## src/rtl/uart_tx_sched_pkg.sv

```systemverilog
// uart_tx_sched_pkg
// Shared types and constants for the UART TX scheduler:
//   state_t   - scheduler FSM state encoding (3 bits)
//   src_t     - requester identity used by the arbiter
//   ALU_BYTES / REG_BYTES - frame lengths in bytes per requester
package uart_tx_sched_pkg;

  typedef enum logic [2:0] {
    IDLE    = 3'd0,
    SEND    = 3'd1,
    WAIT_HI = 3'd2,
    WAIT_LO = 3'd3,
    GAP     = 3'd4
  } state_t;

  typedef enum logic {
    SRC_ALU = 1'b0,
    SRC_REG = 1'b1
  } src_t;

  localparam logic [1:0] ALU_BYTES = 2'd2;
  localparam logic [1:0] REG_BYTES = 2'd1;

endpackage

```

## src/rtl/uart_tx_rr_arb.sv

```systemverilog
// uart_tx_rr_arb
// Two-way round-robin arbiter between the ALU and register-read requesters.
// Ports:
//   CLK, RST     - clock, asynchronous active-low reset
//   alu_req      - ALU frame request
//   reg_req      - register-read frame request
//   update       - strobe from the FSM: the current grant was taken
//   grant        - winning source (meaningful only when grant_valid)
//   grant_valid  - at least one request is pending
// last_grant resets to SRC_REG so the ALU wins the first tie.
module uart_tx_rr_arb
  import uart_tx_sched_pkg::*;
(
  input  logic CLK,
  input  logic RST,
  input  logic alu_req,
  input  logic reg_req,
  input  logic update,
  output src_t grant,
  output logic grant_valid
);

  src_t last_grant;

  always_comb begin
    grant = SRC_ALU;
    if (alu_req && reg_req) begin
      grant = (last_grant == SRC_ALU) ? SRC_REG : SRC_ALU;
    end else if (reg_req) begin
      grant = SRC_REG;
    end
  end

  assign grant_valid = alu_req | reg_req;

  always_ff @(posedge CLK or negedge RST) begin
    if (!RST) begin
      last_grant <= SRC_REG;
    end else if (update) begin
      last_grant <= grant;
    end
  end

endmodule

```

## src/rtl/uart_tx_scheduler.sv

```systemverilog
// uart_tx_scheduler
// Accepts whole frames from the ALU (2 bytes, low byte first) and the
// register-read path (1 byte), arbitrates round-robin, and feeds bytes to the
// UART transmitter one at a time.
// Ports:
//   CLK, RST              - TX-domain clock, asynchronous active-low reset
//   alu_req/alu_data      - ALU frame request and 2-byte payload
//   alu_ack               - one-cycle pulse: ALU frame captured
//   reg_req/reg_data      - register-read frame request and 1-byte payload
//   reg_ack               - one-cycle pulse: register frame captured
//   tx_busy               - UART TX busy
//   tx_data, tx_valid     - byte and one-cycle Data_valid pulse to UART TX
//   sched_busy            - high whenever the FSM is not IDLE
//   err_timeout           - one-cycle pulse: frame aborted, tx_busy never rose
//   dbg_state             - current FSM state
// Handshakes: a requester holds req high with data stable until it sees its
// ack pulse, then drops req the next cycle; requests are only sampled in IDLE.
// Toward the UART, tx_valid is a single-cycle pulse with tx_data stable; the
// byte is considered accepted once tx_busy rises and finished once it falls.
// All outputs come from registers or decoded registered state.
module uart_tx_scheduler
  import uart_tx_sched_pkg::*;
#(
  parameter int DATA_WIDTH   = 8,
  parameter int GAP_CYCLES   = 1,
  parameter int BUSY_TIMEOUT = 15
) (
  input  logic                    CLK,
  input  logic                    RST,
  input  logic                    alu_req,
  input  logic [2*DATA_WIDTH-1:0] alu_data,
  output logic                    alu_ack,
  input  logic                    reg_req,
  input  logic [DATA_WIDTH-1:0]   reg_data,
  output logic                    reg_ack,
  input  logic                    tx_busy,
  output logic [DATA_WIDTH-1:0]   tx_data,
  output logic                    tx_valid,
  output logic                    sched_busy,
  output logic                    err_timeout,
  output logic [2:0]              dbg_state
);

  localparam logic [7:0] GAP_LOAD = 8'(GAP_CYCLES);
  localparam logic [7:0] TO_LOAD  = 8'(BUSY_TIMEOUT);

  state_t                  state;
  logic [2*DATA_WIDTH-1:0] hold;
  logic [1:0]              byte_cnt;
  // Shared down counter: busy timeout in WAIT_HI, inter-byte gap in GAP.
  logic [7:0]              cnt;
  src_t                    grant;
  logic                    grant_valid;
  logic                    grant_take;

  assign grant_take = (state == IDLE) && grant_valid;
  assign sched_busy = (state != IDLE);
  assign dbg_state  = state;

  uart_tx_rr_arb u_arb (
    .CLK         (CLK),
    .RST         (RST),
    .alu_req     (alu_req),
    .reg_req     (reg_req),
    .update      (grant_take),
    .grant       (grant),
    .grant_valid (grant_valid)
  );

  always_ff @(posedge CLK or negedge RST) begin
    if (!RST) begin
      state       <= IDLE;
      hold        <= '0;
      byte_cnt    <= '0;
      cnt         <= '0;
      alu_ack     <= 1'b0;
      reg_ack     <= 1'b0;
      tx_valid    <= 1'b0;
      tx_data     <= '0;
      err_timeout <= 1'b0;
    end else begin
      alu_ack     <= 1'b0;
      reg_ack     <= 1'b0;
      tx_valid    <= 1'b0;
      err_timeout <= 1'b0;
      case (state)
        IDLE: begin
          if (grant_valid) begin
            if (grant == SRC_ALU) begin
              hold     <= alu_data;
              byte_cnt <= ALU_BYTES;
              tx_data  <= alu_data[DATA_WIDTH-1:0];
              alu_ack  <= 1'b1;
            end else begin
              hold     <= {{DATA_WIDTH{1'b0}}, reg_data};
              byte_cnt <= REG_BYTES;
              tx_data  <= reg_data;
              reg_ack  <= 1'b1;
            end
            tx_valid <= 1'b1;
            state    <= SEND;
          end
        end
        SEND: begin
          cnt   <= TO_LOAD;
          state <= WAIT_HI;
        end
        WAIT_HI: begin
          if (tx_busy) begin
            cnt   <= '0;
            state <= WAIT_LO;
          end else if (cnt <= 8'd1) begin
            // Last allowed cycle without busy: drop the rest of the frame.
            cnt         <= '0;
            byte_cnt    <= '0;
            err_timeout <= 1'b1;
            state       <= IDLE;
          end else begin
            cnt <= cnt - 8'd1;
          end
        end
        WAIT_LO: begin
          if (!tx_busy) begin
            byte_cnt <= byte_cnt - 2'd1;
            hold     <= hold >> DATA_WIDTH;
            tx_data  <= hold[2*DATA_WIDTH-1:DATA_WIDTH];
            if (GAP_CYCLES == 0) begin
              // No gap: decide next step here using the pre-decrement count.
              cnt <= '0;
              if (byte_cnt > 2'd1) begin
                tx_valid <= 1'b1;
                state    <= SEND;
              end else begin
                state <= IDLE;
              end
            end else begin
              cnt   <= GAP_LOAD;
              state <= GAP;
            end
          end
        end
        GAP: begin
          if (cnt <= 8'd1) begin
            cnt <= '0;
            if (byte_cnt != 2'd0) begin
              tx_valid <= 1'b1;
              state    <= SEND;
            end else begin
              state <= IDLE;
            end
          end else begin
            cnt <= cnt - 8'd1;
          end
        end
        default: state <= IDLE;
      endcase
    end
  end

endmodule
```

## config.mk

```make
export PLATFORM = sky130hd
export DESIGN_NAME = uart_tx_scheduler
export DESIGN_NICKNAME = d
export VERILOG_FILES = /design/src/rtl/uart_tx_sched_pkg.sv /design/src/rtl/uart_tx_rr_arb.sv /design/src/rtl/uart_tx_scheduler.sv
export SDC_FILE = /design/constraint.sdc
export NUM_CORES = 1
export LEC_CHECK = 0
export CELL_PAD_IN_SITES_DETAIL_PLACEMENT = 1
export CELL_PAD_IN_SITES_GLOBAL_PLACEMENT = 2
export CORE_MARGIN = 5
export CORE_UTILIZATION = 33
export CTS_BUF_LIST = sky130_fd_sc_hd__clkbuf_16
export DETAILED_ROUTE_END_ITERATION = 8
export GPL_TIMING_DRIVEN = 1
export PLACE_DENSITY = 0.83
export SYNTH_ARGS = -nofsm -noshare
export SYNTH_HDL_FRONTEND = slang
export SYNTH_SLANG_ARGS = --single-unit
```

## constraint.sdc

```tcl
create_clock -name CLK -period 5.3 [get_ports CLK]
set_clock_uncertainty 0.05 [all_clocks]
set_input_delay 1.06 -clock CLK [delete_from_list [all_inputs] [get_ports CLK]]
set_output_delay 1.06 -clock CLK [all_outputs]
set_load 0.01 [all_outputs]
```

# Word level (Yosys, flattened, before mapping)

Cells that the tools add are included.

Bits in registers: 42
Bits in latches: 0
RAM bits: 0
Memory bits (read-only): 0
Word-level logic and storage cells: 77
Memories: 0

Add/subtract/negate cells: 2
$mul: 0
Div/mod/pow operators: 0
$lt $le $gt $ge: 1
Eq/ne operators: 10
Shift-type cells: 0
Mux-type cells: 41
Bitwise operators: 1
Reduce and logical (&&, ||, !) cells: 12

Operator list:

| kind                  | number |
|---|---|
| $mux W16              | 3 |
| $mux W8               | 6 |
| $pmux W16 S2          | 1 |
| $pmux W8 S4           | 1 |
| $mux W1               | 16 |
| $pmux W8 S2           | 1 |
| $mux W3               | 5 |
| $pmux W3 S5           | 1 |
| $mux W2               | 5 |
| $ne A2 B2 Y1 const B  | 5 |
| $le A8 B1 Y1 const B  | 1 |
| $sub A8 B1 Y8 const B | 1 |
| $eq A3 B2 Y1 const B  | 2 |
| $pmux W2 S3           | 1 |
| $reduce_bool A3 Y1    | 2 |
| $reduce_and A5 Y1     | 1 |
| $reduce_and A4 Y1     | 1 |
| $reduce_bool A2 Y1    | 2 |
| $reduce_bool A4 Y1    | 1 |
| $eq A3 B1 Y1 const B  | 1 |
| $eq A3 B3 Y1 const B  | 1 |
| $logic_not A3 Y1      | 1 |
| $ne A3 B3 Y1 const B  | 1 |
| $reduce_and A3 Y1     | 1 |
| other kinds (5)       | 6 |

# Logic depth before layout (Yosys ltp)

Depth in word-level cells: 5
Depth in mapped cells: 7
Mapped depth without buffers: 6

# Modules after synthesis

From an unflattened synthesis, not the netlist that was laid out.

Cells, all modules: 212
Area, all modules: 2008.2 um^2

By module, submodules not included:

| module            | instances | cells an instance | area each (um^2) | seq. area each (um^2) |
|---|---|---|---|---|
| uart_tx_scheduler | 1         | 208               | 1949.4           | 825.8 |
| uart_tx_rr_arb    | 1         | 4                 | 58.8             | 26.3 |

# Worst setup path after synthesis

Ideal clock, no wire load.

Path type: input-to-reg
Start: in reg_req
End: reg tx_data[2]
Setup time: 0.125 ns
Arrival time: 2.010 ns
Slack: 3.115 ns
Stages: 5
Cell sequence: a21boi_2 -> buf_4 -> mux2i_1 -> a21oi_1 -> mux2_2

Word-level cells in the longest chain between the ends: 5
Elaborated cells between the ends (all ways): 9
Classes of those cells: eq/ne (1); mux (5); bitwise (1); reduce/logical (2)

Ends and longest elaborated chain:

| item                                           | line                                       | RTL |
|---|---|---|
| start: declaration                             | uart_tx_scheduler.sv:33                    | `input logic reg_req,` |
| $mux W1 or $logic_and A1 B1 Y1 (tied branches) | uart_tx_rr_arb.sv:29, uart_tx_rr_arb.sv:27 |  |
| $mux W1                                        | uart_tx_rr_arb.sv:27                       | `if (alu_req && reg_req) begin` |
| $mux W8                                        | uart_tx_scheduler.sv:89                    | `if (grant == SRC_ALU) begin` |
| $mux W8                                        | uart_tx_scheduler.sv:88                    | `if (grant_valid) begin` |
| $pmux W8 S2                                    | uart_tx_scheduler.sv:86                    | `case (state)` |
| end signal: assignment                         | uart_tx_scheduler.sv:92                    | `tx_data <= alu_data[DATA_WIDTH-1:0];` |
| end signal: assignment                         | uart_tx_scheduler.sv:97                    | `tx_data <= reg_data;` |
| end signal: assignment                         | uart_tx_scheduler.sv:126                   | `tx_data <= hold[2*DATA_WIDTH-1:DATA_WIDTH];` |
| end: declaration                               | uart_tx_scheduler.sv:37                    | `output logic [DATA_WIDTH-1:0] tx_data,` |

Several ways; a longest one is shown, not always the timed one. The select of a mux whose other input is x is not followed.
A chain may end at the register's enable or synchronous reset.

# Final worst setup path

Start: reg state[2], in the netlist dbg_state[2]
End: out sched_busy

Word-level cells in the longest chain between the ends: 1

Ends and longest elaborated chain:

| item                     | line                     | RTL |
|---|---|---|
| start: declaration       | uart_tx_scheduler.sv:47  | `state_t state;` |
| start signal: assignment | uart_tx_scheduler.sv:72  | `state <= IDLE;` |
| start signal: assignment | uart_tx_scheduler.sv:101 | `state <= SEND;` |
| start signal: assignment | uart_tx_scheduler.sv:106 | `state <= WAIT_HI;` |
| $reduce_bool A3 Y1       | uart_tx_scheduler.sv:57  | `assign sched_busy = (state != IDLE);` |
| end: declaration         | uart_tx_scheduler.sv:39  | `output logic sched_busy,` |

No other way between the ends.

==> impl_metrics.toml <==
[timing]
hold_viol_final = 0
rsz0062_at_grt = "no"
finalSetupViolations = 0
tightest_slew_ns = 0.8517
fin_crit_sh = 0.6121
final_max_slew_viol_count = 0
setup_tns_ns = 0
max_freq_mhz = 308.3
worst_slack_ns = 2.056
maxSlewHeadroom = 0.4289
fin_crit_ns = 3.244
holdWs_ns = 0.4545

[cells_and_area]
diodes = 0
nets = 264
drive_gt1_frac = 0.1030
fin_area_sq_um = 2520
synthToLayoutAreaGrowth_pct = 28.61
final_util = 0.4307
final_cell_count_no_fill = 308

[die]
ios = 45
die-height_um = 87.06
core_sq_um = 5851
placementRows = 28
die_area_sq_um = 7579
die_x_um = 87.06
start_util = 0.3349

[global_route]
grt_pass1_wl_mm = 8.197
antenna_found_initial = 0
grt_pass1_vias = 1687
grt_max_degree = 35
overflow = 0
track_usage = 0.1399

[drt]
wl_mm = 4.761
first_pass_iters = 4
wire_per_inst_um = 15.46
num_vias = 1547
drc_errors = 0
via_per_inst = 5.023
dr.first_iter.drc_count = 91
antenna_left = 0

[run_status]
outcome = "finished, final reports clean"

[power]
power_mw = 1.492
ir_drop_v = 0.0002295
leakage_nw = 1.044
powerDensity_nw_per_um2 = 592.2

[worst_setup_path]
cp-end-kind = "output pin"
max_stage_delay_ns = 0.57
cp_num_buf_inv = 2
crit_family = "buffers and inverters"
cp_cell_sequence = "nor3_1 -> inv_1 -> clkdlybuf4s50_1"
critPathSlowestCell = "dfrtp_1"
crit_type = "flop to output pin"
cp_data_required_time_ns = 4.19
r2r_setup_slack_ns = 3.05
critPathArrivalTime_ns = 2.13
path_max_fanout = 15
worstSetupStartpointType = "flop"

[placed_design]
place_ws_ns = 2.086
globalplace.congestion = 0.7191
place_hpwl_mm = 3.419
portBuffers = 44
place_area_sq_um = 2384
numPlacedInstances = 300

[clock_tree]
cts_tree = "yes"
clock_path_buffers = 2
cts_root_buffer = "clkbuf_16"
cts_resized = 0
cts_max_level = 2
cts.clk_slew.worst_paths_ns = 0.05
insertion_delay_ns = 0.28
cts_hold_buf = 0
cts_buffers = 5
cts.sinks = 34
cts_setup_buffers = 0

[synth]
yosysSeqAreaShare = 0.4349
yosys_warnings = 0
syn_area_sq_um = 1959
postSynthAreaPerCell_sq_um = 9.946
synth.net_count = 229
async_reset_ff_frac = 1.000
ys_types = 43
synth-seq-cells = 34
synth_cells = 197
ys.flop_type = "dfrtp_1"
synth_edf_count = 0

[job]
maxCapViolCount = 0

[hold_path]
worst_hold_path_type = "flop to flop"
## logic make-up after synthesis
logic type,synth area share
buffers and inverters,0.09003
AOI/OAI and AO/OA,0.1494
and+or+nand+nor,0.1635
DFF,0.4349
muxes,0.1430
adders and majority gates,0.01916
## cell type report
cell class              instances  area, sq um
inverters                      17        63.81
clock inverters                 3        11.26
multi-input cells             129        930.9
repair buffers                 45        442.9
flip-flops and latches         34        852.1
fillers                       670         3331
well taps                      75        93.84
clock buffers                   5        125.1
## sequential cells by signal (all words and copies together) (netlist names)
register and flops:
tx_data 7, byte_cnt 2, hold 9, alu_ack 1, err_timeout 1, dbg_state 3
cnt 8, u_arb.last_grant 1, reg_ack 1, tx_valid 1
## path summary, 6_finish.rpt
| path | endpoint | cells past startpoint | startpoint |
|---|---|---|---|
| setup / recovery | sched_busy | 3 | dbg_state[2] |
| hold / removal | tx_data[1] | 1 | tx_data[1] |
| setup reg to reg | tx_data[0] | 4 | dbg_state[0] |
| hold reg to reg | tx_data[1] | 1 | tx_data[1] |
| max in group asynchronous | hold[7] | 1 | RST |
| min in group asynchronous | cnt[7] | 1 | RST |
## report_power, final
part	leakage, nW	internal (mW)	switching, mW	total [mW]
clock	0.0663	0.169	0.105	0.274
combinational	0.554	0.354	0.387	0.742
sequential	0.424	0.373	0.104	0.477
## routing by layer
| layer | share of wire | up-vias | GRT usage |
|---|---|---|---|
| li1 | - | 755 | - |
| met1 | 0.45 | 744 | 0.1742 |
| met2 | 0.48 | 42 | 0.2326 |
| met3 | 0.055 | 6 | 0.04163 |
| met4 | 0.014 | 0 | 0.04249 |
| met5 | 0 | - | 0 |
## synthesized netlist by cell type, types with 4 or more instances
library cell,number,area share
mux2i_1,19,0.097
a31oi_1,6,0.019
nor3_1,4,0.010
nand2_1,16,0.031
mux2_2,8,0.046
o21ai_0,4,0.010
nor2_1,16,0.031
buf_4,9,0.034
a21oi_1,11,0.028
dfrtp_1,33,0.42
nand3_1,5,0.013
buf_2,6,0.015
inv_1,17,0.033
## layout by cell type, fill, tap and decap left out, types with 2 or more instances in the layout
cell	netlist	layout
dfrtp_1	33	33
ha_1	3	3
clkbuf_16	0	5
o21ai_0	4	4
nand3_1	5	5
clkinv_1	0	3
o22ai_1	3	3
o211ai_1	2	2
nand3b_1	3	3
clkdlybuf4s50_1	0	43
a21oi_1	11	11
a31oi_1	6	6
inv_1	17	17
nand2b_1	3	3
nor2_1	16	16
nor3_1	4	4
nor2b_1	2	2
nand2_1	16	16
mux2_2	8	8
nand4_1	3	3
nand4b_1	2	2
mux2i_1	19	19
Power figures use the tool's default switching activity.
